[src/rtl/soma_scan_ctrl_if.sv]
// Soma update bus and spike stream between the scan controller and its neighbours.
// The master side is the scan controller. It drives the soma/sd issue signals
// and presents the spike FIFO head. The slave side supplies the fire result
// and the consumer's ready.
interface soma_scan_ctrl_if #(
    parameter int NNW = 12
) ();
    logic           soma_vld;
    logic [NNW-1:0] soma_vm_addr;
    logic           soma_clear;
    logic           sd_re;
    logic [NNW-1:0] sd_raddr;
    logic           soma_fire;
    logic           spk_valid;
    logic           spk_ready;
    logic [NNW-1:0] spk_addr;

    modport master (
        output soma_vld, soma_vm_addr, soma_clear, sd_re, sd_raddr,
        output spk_valid, spk_addr,
        input  soma_fire, spk_ready
    );

    modport slave (
        input  soma_vld, soma_vm_addr, soma_clear, sd_re, sd_raddr,
        input  spk_valid, spk_addr,
        output soma_fire, spk_ready
    );
endinterface

[src/rtl/soma_scan_ctrl.sv]
// Per-timestep soma sequencer.
// It sweeps a contiguous neuron range and issues one soma/sd access per cycle.
// It samples the soma fire flag one cycle after each issue and queues the
// indices of firing neurons in a show-ahead spike FIFO for the axon encoder.
// A clear sweep walks the same range with soma_clear set and queues nothing.
// An issue is allowed only while the FIFO keeps two free slots: one for the
// sample already in flight and one for the access being issued. Because of
// this the FIFO cannot overflow and no fire is ever lost.
module soma_scan_ctrl #(
    parameter int NNW = 12,
    parameter int FD  = 4
) (
    input  logic            clk_soma,
    input  logic            rst_n,
    input  logic            step_start,
    input  logic            clear_start,
    input  logic [NNW-1:0]  nrn_base,
    input  logic [NNW-1:0]  nrn_num,
    soma_scan_ctrl_if.master bus,
    output logic            busy,
    output logic            done
);

    localparam int DEPTH = 1 << FD;
    localparam logic [FD:0] DEPTH_C  = {1'b1, {FD{1'b0}}};
    localparam logic [FD:0] DEPTH_M2 = {1'b0, {(FD-1){1'b1}}, 1'b0};

    typedef enum logic [1:0] {
        IDLE   = 2'd0,
        SCAN   = 2'd1,
        DRAIN  = 2'd2,
        FINISH = 2'd3
    } state_t;

    state_t         state;
    logic           mode_clear;
    logic [NNW-1:0] base_q;
    logic [NNW-1:0] num_q;
    logic [NNW-1:0] idx;

    // Issue stage: registered outputs that go to soma and sd.
    logic           vld_p0;
    logic [NNW-1:0] addr_p0;
    logic           clear_p0;

    // Fire-sample stage: the issue from the previous cycle, lined up with soma_fire.
    logic           vld_p1;
    logic [NNW-1:0] addr_p1;
    logic           clear_p1;

    // Spike FIFO
    logic [NNW-1:0] mem [DEPTH];
    logic [FD-1:0]  wr_ptr;
    logic [FD-1:0]  rd_ptr;
    logic [FD:0]    count;
    logic [FD:0]    count_next;
    logic           push;
    logic           pop;
    logic           spk_valid_int;
    logic           can_issue;

    assign spk_valid_int = (count != '0);

    // FIFO handshake and occupancy that the next issue cycle will see.
    always_comb begin
        push       = vld_p1 && !clear_p1 && bus.soma_fire && (count != DEPTH_C);
        pop        = spk_valid_int && bus.spk_ready;
        count_next = count + {{FD{1'b0}}, push} - {{FD{1'b0}}, pop};
        can_issue  = (count_next <= DEPTH_M2);
    end

    // Sweep sequencer. Issue outputs are decided one cycle ahead, so they leave registered.
    always_ff @(posedge clk_soma or negedge rst_n) begin
        if (!rst_n) begin
            state      <= IDLE;
            mode_clear <= 1'b0;
            base_q     <= '0;
            num_q      <= '0;
            idx        <= '0;
            vld_p0     <= 1'b0;
            addr_p0    <= '0;
            clear_p0   <= 1'b0;
            busy       <= 1'b0;
            done       <= 1'b0;
        end else begin
            vld_p0   <= 1'b0;
            clear_p0 <= 1'b0;
            done     <= 1'b0;
            case (state)
                IDLE: begin
                    // clear_start wins when both pulses coincide
                    if (clear_start || step_start) begin
                        base_q     <= nrn_base;
                        num_q      <= nrn_num;
                        mode_clear <= clear_start;
                        busy       <= 1'b1;
                        if (nrn_num == '0) begin
                            state <= FINISH;
                            done  <= 1'b1;
                            idx   <= '0;
                        end else begin
                            state <= SCAN;
                            if (can_issue) begin
                                vld_p0   <= 1'b1;
                                addr_p0  <= nrn_base;
                                clear_p0 <= clear_start;
                                idx      <= NNW'(1);
                            end else begin
                                idx <= '0;
                            end
                        end
                    end
                end
                SCAN: begin
                    if (idx == num_q) begin
                        state <= DRAIN;
                    end else if (can_issue) begin
                        vld_p0   <= 1'b1;
                        addr_p0  <= base_q + idx;
                        clear_p0 <= mode_clear;
                        idx      <= idx + NNW'(1);
                    end
                end
                DRAIN: begin
                    state <= FINISH;
                    done  <= 1'b1;
                end
                FINISH: begin
                    state <= IDLE;
                    busy  <= 1'b0;
                end
                default: begin
                    state <= IDLE;
                    busy  <= 1'b0;
                end
            endcase
        end
    end

    // Fire-sample stage control: remember whether last cycle issued, and in which mode.
    always_ff @(posedge clk_soma or negedge rst_n) begin
        if (!rst_n) begin
            vld_p1   <= 1'b0;
            clear_p1 <= 1'b0;
        end else begin
            vld_p1   <= vld_p0;
            clear_p1 <= clear_p0;
        end
    end

    // Fire-sample stage data: the neuron index issued in the previous cycle.
    always_ff @(posedge clk_soma) begin
        addr_p1 <= addr_p0;
    end

    // FIFO pointers and occupancy.
    always_ff @(posedge clk_soma or negedge rst_n) begin
        if (!rst_n) begin
            wr_ptr <= '0;
            rd_ptr <= '0;
            count  <= '0;
        end else begin
            if (push) wr_ptr <= wr_ptr + FD'(1);
            if (pop)  rd_ptr <= rd_ptr + FD'(1);
            count <= count_next;
        end
    end

    // FIFO storage: write the firing neuron index on push.
    always_ff @(posedge clk_soma) begin
        if (push) mem[wr_ptr] <= addr_p1;
    end

    assign bus.soma_vld     = vld_p0;
    assign bus.soma_vm_addr = addr_p0;
    assign bus.soma_clear   = clear_p0;
    assign bus.sd_re        = vld_p0;
    assign bus.sd_raddr     = addr_p0;
    assign bus.spk_valid    = spk_valid_int;
    assign bus.spk_addr     = spk_valid_int ? mem[rd_ptr] : '0;

    // A fire sample must never arrive while the FIFO is full.
    a_no_overflow: assert property (@(posedge clk_soma) disable iff (!rst_n)
        !(vld_p1 && !clear_p1 && bus.soma_fire && count == DEPTH_C));

endmodule
[src/flat_wrapper.sv]
// flat-port wrapper written by rule: the top's interface ports become plain ports
module soma_scan_ctrl_flat 
#(
    parameter int NNW = 12,
    parameter int FD  = 4
)
  (clk_soma, rst_n, step_start, clear_start, nrn_base, nrn_num, busy, done, bus_soma_vld, bus_soma_vm_addr, bus_soma_clear, bus_sd_re, bus_sd_raddr, bus_spk_valid, bus_spk_addr, bus_soma_fire, bus_spk_ready);
  soma_scan_ctrl_if #(.NNW(NNW)) bus_i ();
  input  logic clk_soma;
  input  logic rst_n;
  input  logic step_start;
  input  logic clear_start;
  input  logic [NNW-1:0] nrn_base;
  input  logic [NNW-1:0] nrn_num;
  output logic busy;
  output logic done;
  output wire logic [$bits(bus_i.soma_vld)-1:0] bus_soma_vld;
  output wire logic [$bits(bus_i.soma_vm_addr)-1:0] bus_soma_vm_addr;
  output wire logic [$bits(bus_i.soma_clear)-1:0] bus_soma_clear;
  output wire logic [$bits(bus_i.sd_re)-1:0] bus_sd_re;
  output wire logic [$bits(bus_i.sd_raddr)-1:0] bus_sd_raddr;
  output wire logic [$bits(bus_i.spk_valid)-1:0] bus_spk_valid;
  output wire logic [$bits(bus_i.spk_addr)-1:0] bus_spk_addr;
  input wire logic [$bits(bus_i.soma_fire)-1:0] bus_soma_fire;
  input wire logic [$bits(bus_i.spk_ready)-1:0] bus_spk_ready;
  assign bus_soma_vld = bus_i.soma_vld;
  assign bus_soma_vm_addr = bus_i.soma_vm_addr;
  assign bus_soma_clear = bus_i.soma_clear;
  assign bus_sd_re = bus_i.sd_re;
  assign bus_sd_raddr = bus_i.sd_raddr;
  assign bus_spk_valid = bus_i.spk_valid;
  assign bus_spk_addr = bus_i.spk_addr;
  assign bus_i.soma_fire = bus_soma_fire;
  assign bus_i.spk_ready = bus_spk_ready;
  soma_scan_ctrl #(.NNW(NNW), .FD(FD)) u_core (.clk_soma(clk_soma), .rst_n(rst_n), .step_start(step_start), .clear_start(clear_start), .nrn_base(nrn_base), .nrn_num(nrn_num), .bus(bus_i), .busy(busy), .done(done));
endmodule
[config.mk]
export PLATFORM = sky130hd
export DESIGN_NAME = soma_scan_ctrl_flat
export DESIGN_NICKNAME = d
export VERILOG_FILES = /design/src/rtl/soma_scan_ctrl_if.sv /design/src/rtl/soma_scan_ctrl.sv /design/src/flat_wrapper.sv
export SDC_FILE = /design/constraint.sdc
export NUM_CORES = 1
export LEC_CHECK = 0
export ABC_AREA = 1
export CELL_PAD_IN_SITES_DETAIL_PLACEMENT = 1
export CELL_PAD_IN_SITES_GLOBAL_PLACEMENT = 2
export CORE_AREA = 4 4 174 176
export CTS_CLUSTER_DIAMETER = 80
export DETAILED_ROUTE_END_ITERATION = 10
export DIE_AREA = 0 0 178 180
export GPL_ROUTABILITY_DRIVEN = 0
export HOLD_SLACK_MARGIN = 0.03
export PLACE_DENSITY = 0.82
export SLEW_MARGIN = 20
export SYNTH_ARGS = -nofsm -noshare
export SYNTH_HDL_FRONTEND = slang
export SYNTH_SLANG_ARGS = --single-unit
[constraint.sdc]
create_clock -name clk_soma -period 4.4 [get_ports clk_soma]
set_input_delay 1.32 -clock clk_soma [delete_from_list [all_inputs] [get_ports clk_soma]]
set_output_delay 1.32 -clock clk_soma [all_outputs]
set_load 0.03 [all_outputs]
==> Word-level counts from Yosys, hierarchy flattened <==
Memory sizes are Yosys's and may differ from the RTL's.
Index checks and enable logic that the tools add are counted.
{ "classes": {"order_cmp": 1, "n_mul": 0, "n_eq_ne": 11, "n_reduce_logical": 16, "n_mux": 35, "add_sub_neg": 6, "bitwise_logic": 0, "shifts": 0, "n_div": 0} }
{ "ops": {"columns": ["operator", "n"], "rows": [
  ["$mux 12", 10],
  ["$pmux 12 s2", 2],
  ["$mux 1", 15],
  ["$add 12x1->12 const B", 1],
  ["$add 12x12->12", 1],
  ["$eq 12x12->1", 1],
  ["$logic_not 12->1", 1],
  ["$add 4x1->4 const B", 2],
  ["$ne 2x1->1 const B", 4],
  ["$pmux 1 s2", 4],
  ["$pmux 2 s4", 1],
  ["$mux 2", 3],
  ["$reduce_and 2->1", 3],
  ["$reduce_and 6->1", 1],
  ["$add 5x1->5", 1],
  ["$le 5x4->1 const B", 1],
  ["$ne 5x5->1 const B", 1],
  ["$reduce_bool 5->1", 1],
  ["$sub 5x1->5", 1],
  ["$eq 2x2->1 const B", 2],
  ["$logic_and 1x1->1", 4],
  ["$ne 2x2->1 const B", 2],
  ["$reduce_and 4->1", 1],
  ["$reduce_bool 2->1", 2],
  ["other kinds (4)", 4]
]} }
{ "totals": {"ramBits": 192, "mem_bits_ro": 0, "inputBits": 30, "mem_count": 1, "output_inout_bits": 42, "register_bits": 82, "latchBits": 0, "elab_cells": 86} }
{ "mem_list": {"columns": ["name", "depth", "width", "read_ports", "rd_clocked_by_memory_dff", "write_ports", "line", "text"], "rows": [
  ["u_core.mem", 16, 12, 1, 0, 1, "soma_scan_ctrl.sv:52", "logic [NNW-1:0] mem [DEPTH];"]
]} }

==> Depth between registers and ports, before layout <==
{ "depth": {"ltp_word": 11, "mapped_depth": 22, "ltp_nobuf": 21} }

==> Worst setup path after synthesis <==
OpenSTA, ideal clock, no wires.
{ "synth_path": {"kind": "input -> register", "start": "input port bus_spk_ready", "end": "register u_core.idx[9]", "t_required_ns": 4.272, "arrival_time_ns": 3.372, "path_buffers": 1, "cell_stages": 18, "setup_ns": 0.128, "slack_ns": 0.900, "path_cell_list": "nand2_1 -> inv_1 -> ha_1 -> inv_1 -> ha_1 -> inv_1 -> fa_1 -> inv_1 -> nand3_1 -> nand2_1 -> nand2_1 -> nand2_1 -> nand2_1 -> nand2_1 -> nand3_4 -> buf_12 -> nand2_2 -> o21ai_0"} }
{ "synth_between": {"elab_chain_len": 5} }
{ "synth_lines": {"columns": ["item", "line", "text"], "rows": [
  ["start: declaration", "flat_wrapper.sv:25", "input wire logic [$bits(bus_i.spk_ready)-1:0] bus_spk_ready;"],
  ["$logic_and 1x1->1", "soma_scan_ctrl.sv:67", "pop = spk_valid_int && bus.spk_ready;"],
  ["named net u_core.pop", "soma_scan_ctrl.sv:58", "logic pop;"],
  ["$sub 5x1->5", "soma_scan_ctrl.sv:68", "count_next = count + {{FD{1'b0}}, push} - {{FD{1'b0}}, pop};"],
  ["$le 5x4->1", "soma_scan_ctrl.sv:69", "can_issue = (count_next <= DEPTH_M2);"],
  ["$ne 2x1->1 (no line)", null, null],
  ["$reduce_and 4->1 (no line)", null, null],
  ["end signal: assignment", "soma_scan_ctrl.sv:121", "idx <= idx + NNW'(1);"],
  ["end: declaration", "soma_scan_ctrl.sv:39", "logic [NNW-1:0] idx;"]
]} }
The timed path passes the listed nets, and every way through them passes these cells.
A chain may end at the register's enable or synchronous reset.

==> Worst setup path after layout <==
{ "layout_path": {"start": "register u_core.rd_ptr[1]", "end": "output port bus_spk_addr[8]"} }
{ "layout_between": {"elab_chain_len": 2} }
{ "layout_lines": {"columns": ["item", "line", "text"], "rows": [
  ["start: declaration", "soma_scan_ctrl.sv:54", "logic [FD-1:0] rd_ptr;"],
  ["start signal: assignment", "soma_scan_ctrl.sv:164", "if (pop) rd_ptr <= rd_ptr + FD'(1);"],
  ["$mem_v2 16x12", null, null],
  ["$mux 12", "soma_scan_ctrl.sv:180", "assign bus.spk_addr = spk_valid_int ? mem[rd_ptr] : '0;"],
  ["end: declaration", "flat_wrapper.sv:23", "output wire logic [$bits(bus_i.spk_addr)-1:0] bus_spk_addr;"]
]} }
No other way between the ends.

==> summary.md <==
| Metric | Value |
|---|---|
| Outcome | finished clean |
| Max Clk Rate | 247 MHz |
| CTS buffer count | 30 |
| Overflow after GRT | 0 |
| Delay of the slowest critical-path stage | 750 ps |
| Max-slew violation count | 0 |
| Clock network fraction of total power | 23.0% |
| P_sw | between 4000 and 5000 uW |
| Setup ws final | around 360 ps |
| Top FF cell, synth | edfxtp_1 |
| CP Max Fanout | 24 |
| Final min period | roughly 4000 ps |
| Most frequent cells in the layout | nand2_1, edfxtp_1, o21ai_0, nor2_1, inv_1 |
| Power Dens Cells | 740 nW/um^2 |
| Hold depth | 0 |
| Multi-input logic area | 3740 um^2 |
| DP Worst Slack | -48.5 ps |
| Post-CTS Hold Buffers | 0 |
| Slew @ Worst Pin | between 700 and 800 ps |
| Core box area | 28600 um^2 |
| Combinational power share | 39.5% |
| CTS Sinks | 274 |
| Cell Count, Final, Fillers Out | 1627 |
| # diodes | 0 |
| Post-Route WL | 33600 um |
| Die area | 32000 um^2 |
| DRC | 0 |
| Synth warn | 0 |
| Post-layout power | 10500 uW |
| HPWL Detailed | 21800 um |
| Dpl cells | approximately 1600 |
| Fill cells | 3111 |
| Register area | 7760 um^2 |
| Nets | 1279 |
| Synth Cell Area | ~12000 um^2 |
| TritonRoute pass-1 iters | 4 |
| Die H | 180 um |
| Final instance area | 14200 um^2 |
| Initial DRC count | 544 |
| Insertion delay to the later sink of the worst-skew pair | 570 ps |
| Fin Clk Skew | 26.8 ps |
| Yosys cell types | 43 |
| Layout cells sized above 1 | 9.65% |
| Port Buffers | 71 |
| GR Util All Layers | 21.1% |
| Area Growth Syn to Fin | 17.1% |
| IO Count | between 70 and 80 |
| CP dominant cell by count | a21oi_1 |
| Worst r2r src | u_core.count[3]$_DFF_PN0_ |
| Clk pin slew, worst setup/hold paths | 60 ps |
| Fin Setup TNS | 0 ps |
| P_int | 6200 uW |
| Slowest-stage cell, CP | dfrtp_1 |
| Seq cells post-synth | 274 |
| Vias in the first global route | around 9000 |
| Hold path endpoint | u_core.clear_p1$_DFF_PN0_ |
| Worst setup EP type | primary output |
| Power share of the sequential group | between 30% and 40% |
| Standard-cell rows | 62 |
| Syn Inst Count | around 1100 |
| PostCTS Resize Cnt | 0 |
| Worst Reg-to-Reg Cells | 20 |
| FFs w/ async S/R, synth | 25.5% |
| TritonCTS clock tree | done |
| R2R Path End | u_core.bus.sd_raddr[9]$_DFFE_PN0P_ |
| Global-route wire length before repair | approximately 53000 um |
| Post-DP Area | 13300 um^2 |
| Worst-path cell chain | buf_4 > o21ai_0 > nor2_1 > a21oi_1 > a21oi_1 > o21ai_0 > a21oi_1 > buf_4 |
| Die width | 178 um |
| Sequential element share of the synthesized area | between 60% and 70% |
| Critical path required time | 3080 ps |
| Root buf cell | clkbuf_16 |
| DR WL/cell | ~21 um |
| Initial cell density of the core | 42.5% |
| Sw frac | between 40% and 50% |
| Unrepaired setup endpoints after global routing | false |
| Max VDD drop | 0.427 mV |
| Most common cell after layout, fill and taps aside | nand2_1 |
| Mean Syn Cell Area | between 10 and 15 um^2 |
| Postcts setup bufs | 0 |
| Hold_sp | u_core.bus.soma_clear$_DFF_PN0_ |
| Synth Net Count | 1206 |
| Initial antenna violation count | 0 |
| Slew headroom | 49.2% |
| Setup crit start kind | flop |
| Maxcap violations | 0 |
| H-tree levels | 1 |
| Period utilisation layout | 91.9% |
| Final Hold Vio Count | 0 |
| Longest Clk Path Bufs | 3 |
| Leakage | 0.00557 uW |
| Number of flops mapped to enable cells by yosys | approximately 190 |
| FF-to-FF setup slack | between 800 and 900 ps |
| Pin count of the biggest net entering global routing | 93 |
| Hold WC Path Type | reg -> reg |
| Kind of critical path | reg -> out |
| ANT nets after route | 0 |
| Final setup vio count | 0 |
| Vias | 8652 |
| Critical path data arrival time | 2720 ps |
| Routed vias/inst | 5.32 |
## cells by family after synthesis
| kind of cell | count (synthesis) | share of synthesized area, % |
|---|---|---|
| buf+inv | 149 | 5.43 |
| xor+xnor | 15 | 1.08 |
| simple gates | 453 | 15.5 |
| flops | 274 | 63.8 |
| compound gates | 227 | 11.0 |
| fa+ha+maj | 29 | 3.11 |
## per-layer routing
metal	wire [um]	share of wire [%]	vias to the layer above	GRT usage (%)
met5	0	0	-	0
met4	830	2.5	0	5.41
met3	1150	3.4	50	2.58
met2	17400	52	180	38.2
met1	14200	42	4324	26.8
li1	-	-	4098	-
## critical path, delay by kind of cell, from the launching register on
family	cells	cell delay, ps
flops	1	750
buf+inv	2	600
simple gates	1	120
compound gates	5	680
## sequential cells by signal, summed over array words and instances (netlist names), 2 cells and up
name                 flops
u_core.state             2
u_core.count             5
u_core.idx              12
u_core.base_q           12
u_core.rd_ptr            4
u_core.num_q            12
u_core.mem             192
u_core.addr_p1          12
u_core.wr_ptr            4
u_core.bus.sd_raddr     12
## power groups by stage
stage,Sequential [uW],Clock (uW),Combinational [uW]
after floorplan,3840,0,2820
after global placement,3960,0,4110
after detailed placement,3990,0,4200
after CTS,3940,2470,4230
after global routing,4000,2590,4660
final,3940,2420,4160
## synthesized netlist by cell type, types with 2 or more instances
library cell,instances,share of area (%)
or2_1,2,0.10
xnor2_1,5,0.36
nand3_2,3,0.25
o22ai_1,8,0.41
buf_6,2,0.19
xor2_1,10,0.72
buf_2,9,0.37
ha_1,27,2.8
nand4_1,14,0.72
nand3b_1,3,0.19
nand3_1,48,2.0
edfxtp_1,192,47
dfxtp_1,12,2.0
o221ai_1,35,2.5
dfrtp_1,70,14
or2_2,3,0.15
nand2_1,232,7.2
fa_1,2,0.33
o211ai_1,2,0.12
nor3_1,3,0.12
nor2_2,4,0.21
clkinv_1,3,0.093
inv_1,79,2.4
clkbuf_1,35,1.1
o21ai_0,136,5.6
a21oi_2,3,0.22
o21ai_2,9,0.65
nor2_1,134,4.1
nand2_2,3,0.15
inv_2,4,0.12
a21oi_1,29,1.2
buf_4,15,0.93
## through the flow
stage / util [%] / hold WS (ps)
detailed placement: 46.4 / 433
finish: 49.7 / 435
global placement: 46.4 / 440
CTS: 49.7 / 451
floorplan: - / 453
global route: 49.7 / 449
## how the worst max path moves through the flow
stage | cells past startpoint | slack (ps) | to | start
5_1_grt | 8 | 160 | bus_spk_addr[7] | u_core.rd_ptr[1]$_DFFE_PN0P_
6_report | 8 | 360 | bus_spk_addr[8] | u_core.rd_ptr[1]$_DFFE_PN0P_
2_1_floorplan | 18 | 900 | u_core.idx[9]$_DFFE_PN0P_ | bus_spk_ready
4_1_cts | 8 | 350 | bus_spk_addr[8] | u_core.rd_ptr[1]$_DFFE_PN0P_
3_3_place_gp | 18 | 50 | u_core.bus.sd_raddr[11]$_DFFE_PN0P_ | bus_spk_ready
3_5_place_dp | 18 | -50 | u_core.bus.sd_raddr[9]$_DFFE_PN0P_ | bus_spk_ready
## area by class of cell
cell class	count	area share (%)
inverters	86	2.27
flip-flops and latches	274	54.5
repair buffers	104	6.86
multi-input cells	724	26.2
clock inverters	17	1.13
well taps	384	3.37
clock buffers	38	5.62
Power figures use the tool's default switching activity.
